==> config.mk <==
export PLATFORM = sky130hd
export DESIGN_NAME = matrix_result_sink
export DESIGN_NICKNAME = d
export VERILOG_FILES = /design/src/rtl/matrix_result_sink.sv
export SDC_FILE = /design/constraint.sdc
export NUM_CORES = 1
export LEC_CHECK = 0
export ABC_AREA = 1
export BUFFER_PORTS_ARGS = -buffer_cell sky130_fd_sc_hd__buf_4
export CORE_MARGIN = 2
export CORE_UTILIZATION = 35
export DETAILED_ROUTE_END_ITERATION = 7
export GPL_ROUTABILITY_DRIVEN = 0
export GPL_TIMING_DRIVEN = 0
export SYNTH_ARGS = -nofsm -noshare
export SYNTH_HDL_FRONTEND = slang
export SYNTH_SLANG_ARGS = --single-unit
==> constraint.sdc <==
create_clock -name clk -period 4.85 [get_ports clk]
set_clock_uncertainty 0.05 [all_clocks]
set_input_delay 0.97 -clock clk [delete_from_list [all_inputs] [get_ports clk]]
set_output_delay 0.97 -clock clk [all_outputs]
set_load 0.01 [all_outputs]
==> src/rtl/matrix_result_sink.sv <==
// Result sink for the matrix master's M1 bus: captures result words into an
// 8-deep buffer, tracks arrival, signals completion and exposes a host port.
module matrix_result_sink #(
  parameter logic [7:0]  BASE_ADDR   = 8'h20,
  parameter int unsigned NUM_RESULTS = 8
) (
  input  logic        clk,
  input  logic        reset_n,
  input  logic        M1_req,
  input  logic        M1_wr,
  input  logic [7:0]  M1_address,
  input  logic [31:0] M1_dout,
  input  logic        H_sel,
  input  logic        H_wr,
  input  logic [7:0]  H_address,
  input  logic [31:0] H_din,
  output logic [31:0] H_dout,
  output logic        collect_done,
  output logic        r_interrupt
);

  typedef enum logic [1:0] {StIdle, StCollect, StDone} state_e;

  localparam logic [8:0] WinEnd = {1'b0, BASE_ADDR} + 9'(NUM_RESULTS);
  localparam logic [3:0] NumRes = 4'(NUM_RESULTS);

  state_e      state_q, state_d;
  logic [3:0]  count_q, count_d;
  logic [7:0]  valid_q, valid_d;
  logic        err_q, err_d;
  logic        dup_q, dup_d;
  logic        ovf_q, ovf_d;
  logic        done_q, done_d;
  logic        irq_q, irq_d;
  logic [31:0] h_dout_q, h_dout_d;
  logic [31:0] buf_q [8];

  logic        m1_wr_en, in_win, clear, accept, buf_we;
  logic [7:0]  slot_off;
  logic [2:0]  slot;
  logic [3:0]  count_inc;
  logic [31:0] status, rd_data;

  assign m1_wr_en  = M1_req & M1_wr;
  assign in_win    = (M1_address >= BASE_ADDR) && ({1'b0, M1_address} < WinEnd);
  assign slot_off  = M1_address - BASE_ADDR;
  assign slot      = slot_off[2:0];
  assign clear     = H_sel & H_wr & (H_address == 8'h09) & H_din[0];
  // A clear in the same cycle drops the M1 write entirely.
  assign accept    = m1_wr_en & in_win & ~clear;
  assign count_inc = count_q + 4'd1;

  always_comb begin
    state_d = state_q;
    count_d = count_q;
    valid_d = valid_q;
    err_d   = err_q;
    dup_d   = dup_q;
    ovf_d   = ovf_q;
    buf_we  = 1'b0;
    if (clear) begin
      state_d = StIdle;
      count_d = 4'd0;
      valid_d = 8'd0;
      err_d   = 1'b0;
      dup_d   = 1'b0;
      ovf_d   = 1'b0;
    end else begin
      if (m1_wr_en && !in_win) err_d = 1'b1;
      if (m1_wr_en && state_q == StDone) ovf_d = 1'b1;
      if (accept) begin
        unique case (state_q)
          StIdle: begin
            buf_we  = 1'b1;
            valid_d = 8'd1 << slot;
            count_d = 4'd1;
            state_d = (NumRes == 4'd1) ? StDone : StCollect;
          end
          StCollect: begin
            buf_we = 1'b1;
            if (valid_q[slot]) begin
              dup_d = 1'b1;
            end else begin
              valid_d[slot] = 1'b1;
              count_d       = count_inc;
              if (count_inc == NumRes) state_d = StDone;
            end
          end
          StDone: ;
          default: state_d = StIdle;
        endcase
      end
    end
    done_d = (state_d == StDone);
    irq_d  = (state_d == StDone) && (state_q != StDone);
  end

  assign status = {20'd0, count_q, 1'b0, ovf_q, dup_q, err_q, 3'd0, done_q};

  always_comb begin
    rd_data = 32'd0;
    if (H_address[7:3] == 5'd0) rd_data = buf_q[H_address[2:0]];
    else if (H_address == 8'h08) rd_data = status;
    h_dout_d = (H_sel && !H_wr) ? rd_data : h_dout_q;
  end

  always_ff @(posedge clk or negedge reset_n) begin
    if (!reset_n) begin
      state_q  <= StIdle;
      count_q  <= 4'd0;
      valid_q  <= 8'd0;
      err_q    <= 1'b0;
      dup_q    <= 1'b0;
      ovf_q    <= 1'b0;
      done_q   <= 1'b0;
      irq_q    <= 1'b0;
      h_dout_q <= 32'd0;
    end else begin
      state_q  <= state_d;
      count_q  <= count_d;
      valid_q  <= valid_d;
      err_q    <= err_d;
      dup_q    <= dup_d;
      ovf_q    <= ovf_d;
      done_q   <= done_d;
      irq_q    <= irq_d;
      h_dout_q <= h_dout_d;
    end
  end

  // Buffer contents survive reset and clear.
  always_ff @(posedge clk) begin
    if (buf_we) buf_q[slot] <= M1_dout;
  end

  assign H_dout       = h_dout_q;
  assign collect_done = done_q;
  assign r_interrupt  = irq_q;

endmodule

## Word-level counts from Yosys, hierarchy flattened

Memory sizes are Yosys's and may differ from the RTL's.
Index checks and enable logic that the tools add are counted.

| word-level totals | value |
|---|---|
| logic and storage cells | 84 |
| bits in writable memories | 256 |
| input bits | 86 |
| output and inout bits | 34 |
| bits in registers | 51 |
| memories | 1 |

| cells by class | value |
|---|---|
| reduce and logical (&&, ||, !) cells | 19 |
| order comparisons | 4 |
| bitwise operators | 8 |
| add/subtract/negate cells | 2 |
| muxes and demuxes | 32 |
| equality and inequality tests | 8 |
| shift-type cells | 1 |

Memory list:

| name | words | bits a word | rd ports | clocked after memory_dff | write ports | line | RTL |
|---|---|---|---|---|---|---|---|
| buf_q | 8 | 32 | 1 | 0 | 1 | 36 | `logic [31:0] buf_q [8];` |

Operator list:

| operator | count |
|---|---|
| 32-bit two-way mux | 1 |
| 8-bit two-way mux | 3 |
| 8-bit by 4-bit == test with 1-bit output (second input constant) | 2 |
| 8-bit one-hot mux with 2 select lines | 1 |
| 1-bit two-way mux | 15 |
| 12-bit two-way mux | 1 |
| 4-bit two-way mux | 3 |
| 2-bit nonzero test | 5 |
| 8-bit by 6-bit greater-or-equal comparator with 1-bit output (second input constant) | 1 |
| 8-bit by 6-bit < comparator with 1-bit output (second input constant) | 1 |
| 2-bit two-way mux | 4 |
| 8-bit OR | 1 |
| 4-bit one-hot mux with 2 select lines | 1 |
| 1-bit by 3-bit << shifter with 8-bit output (first input constant) | 1 |
| 1-bit bitwise AND | 6 |
| 1-bit logical AND | 6 |
| 2-bit one-hot mux with 3 select lines | 1 |
| 3-bit AND reduction | 2 |
| 5-bit logical NOT | 1 |
| 4-bit by 1-bit adder with 4-bit output (second input constant) | 1 |
| 2-bit == test (second input constant) | 2 |
| 4-bit == test (second input constant) | 1 |
| 3-bit by 4-bit < comparator with 1-bit output (second input constant) | 1 |
| 1-bit binary-select mux with 3-bit select | 1 |
| 11 further kinds | 12 |

## Longest topological paths before layout

Gate-level depths: netlist (run 1).

| logic depth | value |
|---|---|
| depth in word-level cells | 10 |
| mapped depth | 13 |
| depth with buffers taken out | 12 |

## Worst setup path after synthesis (run 1)

OpenSTA, ideal clock, no wires.

| timing path | value |
|---|---|
| kind | input port to flip-flop |
| start | input port M1_address[3] |
| end | memory buf_q[0][0], enable pin |
| path buffers | 0 |
| path slack | 0.434 ns |
| library setup time | 0.461 ns |
| data arrival time | 3.905 ns |
| stages | 5 |
| data required time | 4.339 ns |
| cell sequence | nor2_1 > nand4_1 > nor2_4 > nand2_4 > nor3_1 |

| on the way | value |
|---|---|
| cells in the longest elaborated chain, start to end | 8 |
| elaborated cells on any way between the ends | 9 |
| classes of those cells | 2 x order compare; 4 x mux; 2 x bitwise; 1 x reduce/logical |

RTL lines:

| what | line | RTL |
|---|---|---|
| start, declared | 11 | `input logic [7:0] M1_address,` |
| 8-bit by 6-bit greater-or-equal comparator with 1-bit output / 8-bit by 6-bit < comparator with 1-bit output (equally long branches) | 45 | `assign in_win = (M1_address >= BASE_ADDR) && ({1'b0, M1_address} < WinEnd);` |
| 1-bit logical AND (*) | 45 |  |
| 1-bit bitwise AND (*) (2 in a row) | 50 | `assign accept = m1_wr_en & in_win & ~clear;` |
| 1-bit two-way mux (*) | 71 | `if (accept) begin` |
| 1-bit two-way mux (*) | 61 | `if (clear) begin` |
| 1-bit two-way mux (*) | 133 | `if (buf_we) buf_q[slot] <= M1_dout;` |
| 1-bit two-way mux (implied by the code) (*) | 133 |  |
| end, declared | 36 |  |

Mark *: on every way between the ends. The rest lies on a longest branch, timed or not.

## Final worst setup path (run 1)

| timing path | value |
|---|---|
| start | input port M1_address[3] |
| end | memory buf_q[4][10], enable pin |

The elaborated chain is that of the path after synthesis.

==> results of run 1 <==
through the flow:
stage,total power [mW],util
after CTS,5.73,0.436
after global placement,3.22,0.393
after global routing,5.86,0.436
after detailed placement,3.22,0.404
final,5.71,0.436
after floorplan,3.06,-
power by group through the flow:
stage	clock network [mW]	logic, mW	registers [mW]
5_1_grt	2.67	0.318	2.88
4_1_cts	2.57	0.291	2.88
3_3_place_gp	0	0.283	2.93
2_1_floorplan	0	0.123	2.94
3_5_place_dp	0	0.289	2.93
6_report	2.54	0.290	2.88
how the worst min path moves through the flow:
stage	to	slack, ps
2_1_floorplan	valid_q[0]$_DFFE_PN0P_	400
3_3_place_gp	valid_q[5]$_DFFE_PN0P_	420
3_5_place_dp	valid_q[0]$_DFFE_PN0P_	420
4_1_cts	valid_q[0]$_DFFE_PN0P_	430
5_1_grt	H_dout[12]$_DFFE_PN0P_	450
6_report	H_dout[9]$_DFFE_PN0P_	410
synth_stat cells (all sizes together):
cell	instances
edfxtp	256
clkbuf	29
buf	16
o2111ai	26
nand4	9
ha	1
a21oi	52
o21ai	67
or2	1
dfrtp	51
o211ai	33
nand2	209
nor2	106
a31oi	3
clkinv	1
xor2	1
inv	21
nand3	45
nor3	11
state kept, by name (all words and copies together), names as in the netlist:
| register | count |
|---|---|
| buf_q | 256 |
| H_dout | 32 |
| valid_q | 8 |
| count_q | 4 |
| state_q | 2 |
| collect_done | 1 |
| dup_q | 1 |
| err_q | 1 |
| ovf_q | 1 |
| r_interrupt | 1 |
cell families (layout without fill, tap and decap cells):
logic type | Yosys count | after routing | synth area share
adders and majority gates | 1 | 1 | 0.00104
buffers and inverters | 67 | 239 | 0.0239
AOI/OAI and AO/OA | 181 | 181 | 0.0926
xor gates and xnor gates | 1 | 1 | 0.000730
DFF | 307 | 307 | 0.747
and+or+nand+nor | 381 | 381 | 0.135
other | 0 | 1 | 0
cell usage in the layout, fill, tap and decap left out, types with 10 or more instances in the layout:
cell,Yosys,routed
edfxtp_1,256,256
nand2_1,205,205
nor2_1,100,100
buf_4,2,89
o21ai_0,66,66
dfrtp_1,51,51
a21oi_1,51,51
nand3_1,45,45
o211ai_1,33,33
clkbuf_1,28,32
clkbuf_16,0,31
o2111ai_1,26,26
buf_6,1,23
inv_1,16,16
buf_2,13,13
nor3_2,2,10
layout make-up:
class / instances / area, um^2
fill: 3045 / 18900
sequential: 307 / 8960
multi-input combinational: 564 / 2790
timing repair buffer: 114 / 976
clock buffer: 40 / 860
tap: 448 / 561
clock inverter: 18 / 234
buffer: 45 / 201
inverter: 22 / 85.1
antenna: 1 / 2.50
worst reg2reg max path: stages, from the launching register on:
cell,delay [ps]
dfrtp_1,460
inv_1,210
nand2_4,140
nor3_2,640
buf_6,270
buf_8,170
buf_6,160
metal layers:
metal	vias to the layer above	routed length (um)	track usage
li1	3699	-	-
met1	3893	13900	0.255
met2	384	14000	0.275
met3	62	2900	0.0295
met4	2	986	0.0568
met5	-	13	0
==> flow_summary.html, run 1 <==
<table>
<tr><th>Metric</th><th>Value</th></tr>
<tr><th colspan="2">Power</th></tr>
<tr><td>Leakage power total</td><td>5.38 nW</td></tr>
<tr><td>Clock Power Share</td><td>0.445</td></tr>
<tr><td>Internal power</td><td>4.48 mW</td></tr>
<tr><td>Switching part of the total power</td><td>0.215</td></tr>
<tr><td>Relative contribution of combinational cells to total power</td><td>0.051</td></tr>
<tr><td>Worst IR Drop VDD</td><td>0.285 mV</td></tr>
<tr><td>Sequential fraction of design power</td><td>0.504</td></tr>
<tr><td>Total net switching power</td><td>1.23 mW</td></tr>
<tr><td>Pwr dens</td><td>389 nW/um^2</td></tr>
<tr><th colspan="2">Setup path</th></tr>
<tr><td>Endpoint kind of the worst setup timing path</td><td>flip-flop</td></tr>
<tr><td>Combined buffer and inverter count along the critical path</td><td>4</td></tr>
<tr><td>Origin of the worst setup path</td><td>M1_address[3]</td></tr>
<tr><td>Kind of launch point of the worst setup path</td><td>input pin</td></tr>
<tr><td>Cell Chain, Critical Path</td><td>buf_4, nor2_1, nand4_1, nor2_4, nand2_4, nor3_2, buf_6, buf_8, buf_6</td></tr>
<tr><td>Crit-path leading delay family</td><td>simple AND/OR/NAND/NOR gates</td></tr>
<tr><td>CP max stage delay</td><td>630 ps</td></tr>
<tr><td>Crit path capture</td><td>buf_q[4][10]$_DFFE_PP_</td></tr>
<tr><td>Worst reg-to-reg path cell count</td><td>6</td></tr>
<tr><td>Reg-to-reg setup timing slack</td><td>2460 ps</td></tr>
<tr><td>Master of the slowest instance on the critical path</td><td>nor3_2</td></tr>
<tr><td>Worst path depth</td><td>9</td></tr>
<tr><td>Most numerous cell on the critical path</td><td>buf_6</td></tr>
<tr><td>Reg-to-Reg Start</td><td>state_q[1]$_DFF_PN0_</td></tr>
<tr><td>Critical path data arrival time</td><td>3190 ps</td></tr>
<tr><td>Crit path max fanout</td><td>9</td></tr>
<tr><td>Worst flop-to-flop path endpoint</td><td>buf_q[4][10]$_DFFE_PP_</td></tr>
<tr><td>Data required time of the worst path</td><td>5090 ps</td></tr>
<tr><td>Worst setup path class</td><td>in -&gt; reg</td></tr>
<tr><th colspan="2">Floorplan</th></tr>
<tr><td>Initial core utilization</td><td>0.357</td></tr>
<tr><td>I/O Pins</td><td>120</td></tr>
<tr><td>Chip Height</td><td>189 um</td></tr>
<tr><td>Total core area</td><td>33600 um^2</td></tr>
<tr><td>DIE AREA</td><td>35800 um^2</td></tr>
<tr><td>Die W</td><td>189 um</td></tr>
<tr><td>Standard-cell rows</td><td>67</td></tr>
<tr><th colspan="2">Layout</th></tr>
<tr><td>Final std cell area, no fill</td><td>14700 um^2</td></tr>
<tr><td>Fraction of layout cells with a size suffix above 1</td><td>0.193</td></tr>
<tr><td>Count of non-filler cells in the finished layout</td><td>1559</td></tr>
<tr><td>Final net count</td><td>1172</td></tr>
<tr><td>Area added between synthesis and finish</td><td>22.3%</td></tr>
<tr><th colspan="2">Synthesis</th></tr>
<tr><td>Mean area per synthesized cell</td><td>12.8 um^2</td></tr>
<tr><td>Top area cells in the synthesized netlist</td><td>edfxtp_1 64%, dfrtp_1 11%, nand2_1 6.4%</td></tr>
<tr><td>FF+latch count, synth</td><td>307</td></tr>
<tr><td>Total standard cell area after synthesis</td><td>12000 um^2</td></tr>
<tr><td>Share of Yosys cell area claimed by the top area cell type</td><td>0.641</td></tr>
<tr><td>Number of distinct library cells after synthesis</td><td>32</td></tr>
<tr><td>Instance count of the mapped netlist</td><td>938</td></tr>
<tr><td>Syn nets</td><td>1025</td></tr>
<tr><td>Proportion of synthesized chip area in sequential cells</td><td>0.747</td></tr>
<tr><td>Largest area contributor in the synthesized netlist</td><td>edfxtp_1</td></tr>
<tr><td>Warnings from Yosys</td><td>0</td></tr>
<tr><th colspan="2">Global routing</th></tr>
<tr><td>Maximum number of pins on one net before global-route repair</td><td>52</td></tr>
<tr><td>Number of global-route vias before repair</td><td>7691</td></tr>
<tr><td>Global routing usage summed across all routing layers</td><td>0.177</td></tr>
<tr><td>Wire length of the first global-routing pass</td><td>47600 um</td></tr>
<tr><td>Total congestion overflow</td><td>0</td></tr>
<tr><td>Number of antenna violations at the first check in global routing</td><td>2</td></tr>
<tr><th colspan="2">Timing</th></tr>
<tr><td>Final critical path time including I/O delays and setup</td><td>2960 ps</td></tr>
<tr><td>Final TNS setup</td><td>0 ps</td></tr>
<tr><td>Worst rel slew slack</td><td>0.338</td></tr>
<tr><td>Ratio of final minimum period to clock period</td><td>0.609</td></tr>
<tr><td>Unrepaired setup endpoints after global routing</td><td>no</td></tr>
<tr><td>Final hold violations</td><td>0</td></tr>
<tr><td>Worst Hold Slack</td><td>412 ps</td></tr>
<tr><td>Final setup fails</td><td>0</td></tr>
<tr><td>Slew at the pin with the worst max-slew slack</td><td>993 ps</td></tr>
<tr><td>Highest Clock Rate</td><td>338 MHz</td></tr>
<tr><td>Final-report max-slew violation count</td><td>0</td></tr>
<tr><td>Worst Setup Slack, final</td><td>1890 ps</td></tr>
<tr><th colspan="2">Drt</th></tr>
<tr><td>Average vias per placed instance</td><td>5.16</td></tr>
<tr><td>Drt initial violations</td><td>802</td></tr>
<tr><td>Number of nets still failing antenna checks after routing</td><td>0</td></tr>
<tr><td>First-pass iteration count of the detailed router</td><td>5</td></tr>
<tr><td>Routed WL per cell</td><td>20.4 um</td></tr>
<tr><td>Via count of the routed design</td><td>8040</td></tr>
<tr><td>Post-route DRC violation count</td><td>0</td></tr>
<tr><td>Total wirelength of the detailed-routed design</td><td>31800 um</td></tr>
<tr><th colspan="2">CTS</th></tr>
<tr><td>Clock input transition at the sequential cells of the worst setup and hold paths</td><td>60 ps</td></tr>
<tr><td>Total clock buffers created by CTS</td><td>31</td></tr>
<tr><td>Post-cts gate resize count</td><td>0</td></tr>
<tr><td>Hold-fix buffers at CTS</td><td>0</td></tr>
<tr><td>H-tree levels</td><td>1</td></tr>
<tr><td>TritonCTS sink count</td><td>307</td></tr>
<tr><td>Clock Tree Buf Depth</td><td>3</td></tr>
<tr><td>Clock root cell</td><td>clkbuf_16</td></tr>
<tr><td>Clk_lat worst skew</td><td>580 ps</td></tr>
<tr><td>TritonCTS clock tree</td><td>yes</td></tr>
<tr><td>Post-CTS Repair Setup Buffers</td><td>0</td></tr>
<tr><th colspan="2">Worst hold path</th></tr>
<tr><td>Class of the tightest hold or removal check</td><td>in -&gt; async</td></tr>
<tr><th colspan="2">Job</th></tr>
<tr><td>Reported max-cap violation count</td><td>0</td></tr>
<tr><th colspan="2">Status</th></tr>
<tr><td>Result of the run</td><td>completed</td></tr>
<tr><th colspan="2">Placed design</th></tr>
<tr><td>Number of cells in the design after placement</td><td>1500</td></tr>
<tr><td>Number of buffers added on ports</td><td>86</td></tr>
<tr><td>Post-DP Area</td><td>13600 um^2</td></tr>
<tr><td>HPWL after detailed placement</td><td>21400 um</td></tr>
<tr><td>Placement Setup Slack</td><td>1310 ps</td></tr>
</table>
Note: power is estimated with default switching activity, not from simulation.
==> run 2, diff against run 1 <==
--- a/config.mk
+++ b/config.mk
@@ -5,7 +5,7 @@
 export SDC_FILE = /design/constraint.sdc
 export NUM_CORES = 1
 export LEC_CHECK = 0
-export ABC_AREA = 1
+export ABC_AREA = 0
 export BUFFER_PORTS_ARGS = -buffer_cell sky130_fd_sc_hd__buf_4
 export CORE_MARGIN = 2
 export CORE_UTILIZATION = 35
==> constraint.sdc (replaced) <==
create_clock -name clk -period 2.9 [get_ports clk]
set_clock_uncertainty 0.05 [all_clocks]
set_input_delay 0.58 -clock clk [delete_from_list [all_inputs] [get_ports clk]]
set_output_delay 0.58 -clock clk [all_outputs]
set_load 0.01 [all_outputs]
==> run 2 against run 1 <==
  * Global-route usage down 2.5 points
  * Core utilization down 0.71 points
  * Sequential share of layout area rose by 1.5 points
  * Final cell count fell by 23%
  * Power increased by 60%
  * Register-to-register slack got worse by 2200 ps
  * Sequential power is 68% higher
  * First-iteration DRC count down 33%
  * Count of clock-buffer cells in the layout is 7 higher
  * Combinational power rose by 70%
  * Design area down 2.4%
  * Highest routed layer is now met4
==> flow_summary.html, run 2 <==
<table>
<tr><th>Metric</th><th>Value</th></tr>
<tr><th colspan="2">Timing</th></tr>
<tr><td>Final-report max-slew violation count</td><td>0</td></tr>
<tr><td>Unrepaired setup endpoints after global routing</td><td>no</td></tr>
<tr><td>Ratio of final minimum period to clock period</td><td>0.939</td></tr>
<tr><td>Final setup fails</td><td>0</td></tr>
<tr><td>Highest Clock Rate</td><td>367 MHz</td></tr>
<tr><td>Worst rel slew slack</td><td>0.335</td></tr>
<tr><td>Final TNS setup</td><td>0 ps</td></tr>
<tr><td>Final hold violations</td><td>0</td></tr>
<tr><td>Final critical path time including I/O delays and setup</td><td>2720 ps</td></tr>
<tr><td>Slew at the pin with the worst max-slew slack</td><td>997 ps</td></tr>
<tr><th colspan="2">Power</th></tr>
<tr><td>Relative contribution of combinational cells to total power</td><td>0.054</td></tr>
<tr><td>Total net switching power</td><td>1.89 mW</td></tr>
<tr><td>Leakage power total</td><td>4.98 nW</td></tr>
<tr><td>Worst IR Drop VDD</td><td>0.429 mV</td></tr>
<tr><td>Internal power</td><td>7.24 mW</td></tr>
<tr><td>Design Power</td><td>9.13 mW</td></tr>
<tr><td>Sequential fraction of design power</td><td>0.531</td></tr>
<tr><td>Switching part of the total power</td><td>0.207</td></tr>
<tr><td>Clock Power Share</td><td>0.415</td></tr>
<tr><td>Pwr dens</td><td>637 nW/um^2</td></tr>
<tr><th colspan="2">Worst hold path</th></tr>
<tr><td>Class of the tightest hold or removal check</td><td>in -&gt; async</td></tr>
<tr><th colspan="2">CTS</th></tr>
<tr><td>TritonCTS clock tree</td><td>yes</td></tr>
<tr><td>Clock input transition at the sequential cells of the worst setup and hold paths</td><td>60 ps</td></tr>
<tr><td>TritonCTS sink count</td><td>307</td></tr>
<tr><td>H-tree levels</td><td>1</td></tr>
<tr><td>Clock root cell</td><td>clkbuf_16</td></tr>
<tr><td>Clk_lat worst skew</td><td>550 ps</td></tr>
<tr><td>Total clock buffers created by CTS</td><td>31</td></tr>
<tr><td>Hold-fix buffers at CTS</td><td>0</td></tr>
<tr><td>Clock Tree Buf Depth</td><td>3</td></tr>
<tr><th colspan="2">Global routing</th></tr>
<tr><td>Number of global-route vias before repair</td><td>6397</td></tr>
<tr><td>Wire length of the first global-routing pass</td><td>40100 um</td></tr>
<tr><td>Met3 usage</td><td>0.0321</td></tr>
<tr><td>Global route hottest layer</td><td>met2</td></tr>
<tr><td>Number of antenna violations at the first check in global routing</td><td>1</td></tr>
<tr><td>Global-route track usage on met2</td><td>0.245</td></tr>
<tr><td>Maximum number of pins on one net before global-route repair</td><td>52</td></tr>
<tr><td>Met1 layer usage reported by global route</td><td>0.215</td></tr>
<tr><td>Total congestion overflow</td><td>0</td></tr>
<tr><td>Global routing usage summed across all routing layers</td><td>0.152</td></tr>
<tr><th colspan="2">Setup path</th></tr>
<tr><td>Worst setup path class</td><td>in -&gt; reg</td></tr>
<tr><td>Endpoint kind of the worst setup timing path</td><td>flip-flop</td></tr>
<tr><td>Kind of launch point of the worst setup path</td><td>input pin</td></tr>
<tr><td>Crit path max fanout</td><td>22</td></tr>
<tr><td>Reg-to-Reg Start</td><td>state_q[1]$_DFF_PN0_</td></tr>
<tr><td>Critical path data arrival time</td><td>2910 ps</td></tr>
<tr><td>Worst reg-to-reg path cell count</td><td>5</td></tr>
<tr><td>Data required time of the worst path</td><td>3090 ps</td></tr>
<tr><td>Origin of the worst setup path</td><td>M1_address[6]</td></tr>
<tr><th colspan="2">Floorplan</th></tr>
<tr><td>Die W</td><td>187 um</td></tr>
<tr><td>I/O Pins</td><td>120</td></tr>
<tr><td>Total core area</td><td>33400 um^2</td></tr>
<tr><td>DIE AREA</td><td>35100 um^2</td></tr>
<tr><td>Standard-cell rows</td><td>67</td></tr>
<tr><td>Initial core utilization</td><td>0.353</td></tr>
<tr><td>Chip Height</td><td>187 um</td></tr>
<tr><th colspan="2">Drt</th></tr>
<tr><td>Number of nets still failing antenna checks after routing</td><td>0</td></tr>
<tr><td>First-pass iteration count of the detailed router</td><td>5</td></tr>
<tr><td>Routed WL per cell</td><td>22.0 um</td></tr>
<tr><td>Post-route DRC violation count</td><td>0</td></tr>
<tr><td>Drt initial violations</td><td>536</td></tr>
<tr><td>Total wirelength of the detailed-routed design</td><td>26300 um</td></tr>
<tr><td>Via count of the routed design</td><td>6027</td></tr>
<tr><td>Average vias per placed instance</td><td>5.03</td></tr>
<tr><th colspan="2">Synthesis</th></tr>
<tr><td>Dominant register cell in the synthesized netlist</td><td>edfxtp_1</td></tr>
<tr><td>Proportion of synthesized chip area in sequential cells</td><td>0.761</td></tr>
<tr><td>Largest area contributor in the synthesized netlist</td><td>edfxtp_1</td></tr>
<tr><td>Fraction of synthesis flops using an asynchronous set or reset pin</td><td>0.166</td></tr>
<tr><td>Post-synth EDFFs</td><td>256</td></tr>
<tr><td>Dominant cell by count in the synthesized netlist</td><td>edfxtp_1</td></tr>
<tr><td>Top area cells in the synthesized netlist</td><td>edfxtp_1 65%, mux4_2 13%, dfrtp_1 11%</td></tr>
<tr><td>Share of Yosys cell area claimed by the top area cell type</td><td>0.653</td></tr>
<tr><td>Instance count of the mapped netlist</td><td>587</td></tr>
<tr><td>FF+latch count, synth</td><td>307</td></tr>
<tr><td>Warnings from Yosys</td><td>0</td></tr>
<tr><td>Syn nets</td><td>674</td></tr>
<tr><td>Synth cell count leaders</td><td>256 x edfxtp_1, 66 x mux4_2, 51 x dfrtp_1</td></tr>
<tr><td>Total standard cell area after synthesis</td><td>11800 um^2</td></tr>
<tr><td>Mean area per synthesized cell</td><td>20.1 um^2</td></tr>
<tr><td>Number of distinct library cells after synthesis</td><td>44</td></tr>
<tr><th colspan="2">Layout</th></tr>
<tr><td>Final net count</td><td>812</td></tr>
<tr><td>Number of flip-flops under the largest register name</td><td>256</td></tr>
<tr><td>Area added between synthesis and finish</td><td>21.6%</td></tr>
<tr><td>Leading cell type in the layout, fill and taps excluded</td><td>edfxtp_1</td></tr>
<tr><td>Register with the most flip-flops</td><td>buf_q</td></tr>
<tr><td>Commonest cells after routing, fill and taps aside</td><td>256 x edfxtp_1, 93 x buf_4, 66 x mux4_2</td></tr>
<tr><td>Fraction of layout cells with a size suffix above 1</td><td>0.318</td></tr>
<tr><th colspan="2">Job</th></tr>
<tr><td>Reported max-cap violation count</td><td>0</td></tr>
<tr><th colspan="2">Placed design</th></tr>
<tr><td>Number of buffers added on ports</td><td>86</td></tr>
<tr><td>HPWL after detailed placement</td><td>16600 um</td></tr>
<tr><th colspan="2">Status</th></tr>
<tr><td>Result of the run</td><td>completed</td></tr>
</table>
run 2: changes by cell type after synthesis, sizes merged, moves of 33 or more:
| cell | delta |
|---|---|
| nand3 | -39 |
| mux4 | +66 |
| nand2 | -176 |
| a21oi | -43 |
| nor2 | -93 |
| o21ai | -33 |
| mux2i | +33 |
run 2: path summary, 6_finish.rpt:
path / to / slack [ps]
min in group clk: buf_q[7][16]$_DFFE_PP_ / 210
hold / removal: H_dout[5]$_DFFE_PN0P_ / 70
setup / recovery: buf_q[1][8]$_DFFE_PP_ / 180
max in group asynchronous: H_dout[16]$_DFFE_PN0P_ / 2210
setup reg to reg: buf_q[1][8]$_DFFE_PP_ / 300
hold reg to reg: H_dout[27]$_DFFE_PN0P_ / 440
run 2: kinds of logic after synthesis:
family | share of synthesized area
compound gates | 0.0403
fa+ha+maj | 0.00106
simple gates | 0.0298
buf+inv | 0.0121
flops | 0.761
mux | 0.156
run 2: timing repair:
item | CTS | global route
pin swaps | 2 | 4
setup endpoints to repair | 33 | 91
setup buffers | 3 | 8
endpoints found under the hold margin | 0 | 0
resized for setup | 0 | 0
run 2: area by class of cell:
cell class                 count  area [um^2]
inverter                       6         22.5
antenna                        1         2.50
fill                        2966        19000
multi-input combinational    246         2730
tap                          448          561
timing repair buffer         105          953
sequential                   307         8960
buffer                        28          120
clock buffer                  47          896
clock inverter                10         76.3
run 2: routing by layer:
layer	vias to the layer above	part of all wire	wire length, um
met5	-	0	0
met4	0	0.017	435
met3	35	0.061	1610
met2	171	0.47	12400
met1	3142	0.45	11800
li1	2679	-	-
run 2: stage by stage:
stage / setup slack (ps) / util / std cells / hold WS [ps] / cell area (um^2)
6_report: 177 / 0.429 / 1198 / 65.1 / 14300
3_5_place_dp: -677 / 0.396 / 1129 / 427 / 13200
5_1_grt: 9.12 / 0.429 / 1197 / 123 / 14300
4_1_cts: 24.2 / 0.427 / 1189 / 90.4 / 14200
3_3_place_gp: -1540 / 0.390 / 1121 / 419 / 13000
2_1_floorplan: -218 / - / 587 / 234 / 11800
run 2: power groups by stage:
stage	logic (mW)	registers, mW	clock network (mW)
floorplan	0.280	4.93	0
global placement	0.489	4.94	0
detailed placement	0.503	4.94	0
CTS	0.504	4.85	3.87
global route	0.547	4.85	4.05
finish	0.494	4.85	3.79
run 2: critical path: stages:
cell and delay (ps):
buf_4 110, nor4b_2 510, nand3_1 350, or3_1 610
nor2_4 460, buf_12 270
==> run 3, diff against run 2 <==
--- a/config.mk
+++ b/config.mk
@@ -8,10 +8,11 @@
 export ABC_AREA = 0
 export BUFFER_PORTS_ARGS = -buffer_cell sky130_fd_sc_hd__buf_4
 export CORE_MARGIN = 2
-export CORE_UTILIZATION = 35
+export CORE_UTILIZATION = 58
 export DETAILED_ROUTE_END_ITERATION = 7
 export GPL_ROUTABILITY_DRIVEN = 0
 export GPL_TIMING_DRIVEN = 0
+export PLACE_DENSITY = 0.79
 export SYNTH_ARGS = -nofsm -noshare
 export SYNTH_HDL_FRONTEND = slang
 export SYNTH_SLANG_ARGS = --single-unit
==> run 3 against run 2 <==
  * Core utilization up 28 points
  * Design area down 0.48%
  * Final cell count down 15%
  * Register-to-register slack better by 30 ps
  * Clock power up 7.9%
  * Critical path type unchanged
==> flow_summary.html, run 3 (synthesized netlist as in run 2, its figures left out) <==
<table>
<tr><th>Metric</th><th>Value</th></tr>
<tr><th colspan="2">Layout</th></tr>
<tr><td>Final std cell area, no fill</td><td>14300 um^2</td></tr>
<tr><td>Final net count</td><td>816</td></tr>
<tr><td>Leading cell type in the layout, fill and taps excluded</td><td>edfxtp_1</td></tr>
<tr><td>Number of filler instances in the final layout</td><td>1156</td></tr>
<tr><td>Register cell area after layout</td><td>8960 um^2</td></tr>
<tr><td>Number of flip-flops under the largest register name</td><td>256</td></tr>
<tr><td>Final standard cell utilization of the core</td><td>0.709</td></tr>
<tr><td>Register with the most flip-flops</td><td>buf_q</td></tr>
<tr><td>Commonest cells after routing, fill and taps aside</td><td>256 x edfxtp_1, 96 x buf_4, 66 x mux4_2</td></tr>
<tr><td>Area added between synthesis and finish</td><td>21.1%</td></tr>
<tr><td>Count of non-filler cells in the finished layout</td><td>1022</td></tr>
<tr><td>Diode insertion count for antenna repair</td><td>0</td></tr>
<tr><td>Multi-input combinational cell area</td><td>2730 um^2</td></tr>
<tr><td>Fraction of layout cells with a size suffix above 1</td><td>0.323</td></tr>
<tr><th colspan="2">CTS</th></tr>
<tr><td>TritonCTS clock tree</td><td>yes</td></tr>
<tr><td>Total clock buffers created by CTS</td><td>30</td></tr>
<tr><td>Clk_lat worst skew</td><td>550 ps</td></tr>
<tr><td>Clock Tree Buf Depth</td><td>3</td></tr>
<tr><td>TritonCTS sink count</td><td>307</td></tr>
<tr><td>Post-cts gate resize count</td><td>0</td></tr>
<tr><td>Clock root cell</td><td>clkbuf_16</td></tr>
<tr><td>Clock input transition at the sequential cells of the worst setup and hold paths</td><td>60 ps</td></tr>
<tr><td>H-tree levels</td><td>1</td></tr>
<tr><th colspan="2">Worst hold path</th></tr>
<tr><td>Class of the tightest hold or removal check</td><td>in -&gt; async</td></tr>
<tr><th colspan="2">Setup path</th></tr>
<tr><td>Reg-to-Reg Start</td><td>state_q[1]$_DFF_PN0_</td></tr>
<tr><td>Worst flop-to-flop path endpoint</td><td>buf_q[7][21]$_DFFE_PP_</td></tr>
<tr><td>Data required time of the worst path</td><td>3090 ps</td></tr>
<tr><td>Worst setup path class</td><td>in -&gt; reg</td></tr>
<tr><td>Kind of launch point of the worst setup path</td><td>input pin</td></tr>
<tr><td>Reg-to-reg setup timing slack</td><td>330 ps</td></tr>
<tr><td>Worst reg-to-reg path cell count</td><td>6</td></tr>
<tr><td>Crit path max fanout</td><td>10</td></tr>
<tr><td>Critical path data arrival time</td><td>2830 ps</td></tr>
<tr><td>Origin of the worst setup path</td><td>M1_address[6]</td></tr>
<tr><td>Endpoint kind of the worst setup timing path</td><td>flip-flop</td></tr>
<tr><th colspan="2">Power</th></tr>
<tr><td>Design Power</td><td>9.45 mW</td></tr>
<tr><td>Internal power</td><td>7.56 mW</td></tr>
<tr><td>Relative contribution of combinational cells to total power</td><td>0.054</td></tr>
<tr><td>Clock Power Share</td><td>0.433</td></tr>
<tr><td>Total net switching power</td><td>1.89 mW</td></tr>
<tr><td>Sequential fraction of design power</td><td>0.513</td></tr>
<tr><td>Switching part of the total power</td><td>0.200</td></tr>
<tr><td>Pwr dens</td><td>663 nW/um^2</td></tr>
<tr><td>Worst IR Drop VDD</td><td>0.524 mV</td></tr>
<tr><td>Leakage power total</td><td>5.05 nW</td></tr>
<tr><th colspan="2">Drt</th></tr>
<tr><td>Number of nets still failing antenna checks after routing</td><td>0</td></tr>
<tr><td>First-pass iteration count of the detailed router</td><td>6</td></tr>
<tr><td>Routed WL per cell</td><td>25.7 um</td></tr>
<tr><td>Via count of the routed design</td><td>6410</td></tr>
<tr><td>Average vias per placed instance</td><td>6.27</td></tr>
<tr><td>Total wirelength of the detailed-routed design</td><td>26300 um</td></tr>
<tr><td>Post-route DRC violation count</td><td>0</td></tr>
<tr><td>Drt initial violations</td><td>687</td></tr>
<tr><th colspan="2">Timing</th></tr>
<tr><td>Highest Clock Rate</td><td>379 MHz</td></tr>
<tr><td>Final setup fails</td><td>0</td></tr>
<tr><td>Final hold violations</td><td>0</td></tr>
<tr><td>Slew at the pin with the worst max-slew slack</td><td>1050 ps</td></tr>
<tr><td>Worst Hold Slack</td><td>69.9 ps</td></tr>
<tr><td>Worst rel slew slack</td><td>0.301</td></tr>
<tr><td>Ratio of final minimum period to clock period</td><td>0.911</td></tr>
<tr><td>Unrepaired setup endpoints after global routing</td><td>no</td></tr>
<tr><td>Final critical path time including I/O delays and setup</td><td>2640 ps</td></tr>
<tr><td>Final-report max-slew violation count</td><td>0</td></tr>
<tr><th colspan="2">Global routing</th></tr>
<tr><td>Global-route track usage on met2</td><td>0.420</td></tr>
<tr><td>Number of global-route vias before repair</td><td>6729</td></tr>
<tr><td>Maximum number of pins on one net before global-route repair</td><td>52</td></tr>
<tr><td>Wire length of the first global-routing pass</td><td>39800 um</td></tr>
<tr><td>Number of antenna violations at the first check in global routing</td><td>0</td></tr>
<tr><td>Global route hottest layer</td><td>met2</td></tr>
<tr><td>Total congestion overflow</td><td>0</td></tr>
<tr><td>Met1 layer usage reported by global route</td><td>0.335</td></tr>
<tr><td>Met3 usage</td><td>0.0513</td></tr>
<tr><td>Global routing usage summed across all routing layers</td><td>0.249</td></tr>
<tr><th colspan="2">Floorplan</th></tr>
<tr><td>DIE AREA</td><td>21500 um^2</td></tr>
<tr><td>Standard-cell rows</td><td>52</td></tr>
<tr><td>Die W</td><td>146 um</td></tr>
<tr><td>Total core area</td><td>20100 um^2</td></tr>
<tr><td>Initial core utilization</td><td>0.586</td></tr>
<tr><td>Chip Height</td><td>146 um</td></tr>
<tr><td>I/O Pins</td><td>120</td></tr>
<tr><th colspan="2">Status</th></tr>
<tr><td>Result of the run</td><td>completed</td></tr>
<tr><th colspan="2">Placed design</th></tr>
<tr><td>Number of buffers added on ports</td><td>86</td></tr>
<tr><td>Post-DP Area</td><td>13000 um^2</td></tr>
<tr><td>Number of cells in the design after placement</td><td>951</td></tr>
<tr><td>HPWL after detailed placement</td><td>15500 um</td></tr>
<tr><th colspan="2">Job</th></tr>
<tr><td>Reported max-cap violation count</td><td>0</td></tr>
</table>
==> run 3: cell types whose count changed in the layout (fill, tap and decap cells not counted), sizes merged <==
cell	delta
clkinv	-4
clkinvlp	+1
bufinv	+4
buf	+5
diode	-1
clkbuf	-3
==> run 3: final cells by class <==
type	instances	share of cell area
Buffer	28	0.00843
Clock buffer	44	0.0614
Clock inverter	11	0.0129
Inverter	6	0.00158
Multi-Input combinational cell	246	0.191
Sequential cell	307	0.629
Tap cell	270	0.0237
Timing Repair Buffer	110	0.0718
==> run 3: how the worst max path moves through the flow <==
| stage | cells after the start | slack, ps | to |
|---|---|---|---|
| floorplan | 4 | -220 | buf_q[0][0]$_DFFE_PP_ |
| global placement | 6 | -1370 | buf_q[4][20]$_DFFE_PP_ |
| detailed placement | 7 | -650 | buf_q[6][22]$_DFFE_PP_ |
| CTS | 6 | 70 | buf_q[3][5]$_DFFE_PP_ |
| global route | 7 | 150 | buf_q[7][13]$_DFFE_PP_ |
| finish | 7 | 260 | buf_q[7][21]$_DFFE_PP_ |
==> run 3: per-layer routing <==
| layer | vias to the layer above | wire length [um] |
|---|---|---|
| met2 | 381 | 13500 |
| met5 | - | 0 |
| met4 | 0 | 644 |
| met1 | 3279 | 9640 |
| met3 | 65 | 2510 |
| li1 | 2685 | - |
==> run 3: worst max-delay path, stage by stage <==
cell      delay [ps]
buf_4            110
nor4b_2          510
and3_1           240
clkbuf_1         370
nand3_1          450
nor2_4           310
buf_4            250
==> run 3: power by group through the flow <==
| stage | registers [mW] | logic [mW] | clock network, mW |
|---|---|---|---|
| floorplan | 4.93 | 0.280 | 0 |
| global placement | 4.94 | 0.466 | 0 |
| detailed placement | 4.94 | 0.494 | 0 |
| CTS | 4.85 | 0.502 | 4.12 |
| global route | 4.85 | 0.547 | 4.29 |
| finish | 4.85 | 0.507 | 4.09 |
==> run 3: per-stage QoR <==
stage                     worst slack (ps)  TNS [ps]
after CTS                             70.0         0
after global routing                   152         0
after floorplan                       -218    -49300
final                                  258         0
after global placement               -1370   -343770
after detailed placement              -654   -113460
==> run 3: repair_timing <==
action                                  CTS  global route
hold buffers                              0             0
cloned                                    0             0
setup buffers                             8             8
endpoints found under the setup margin   45           101
pin swaps                                 3             4
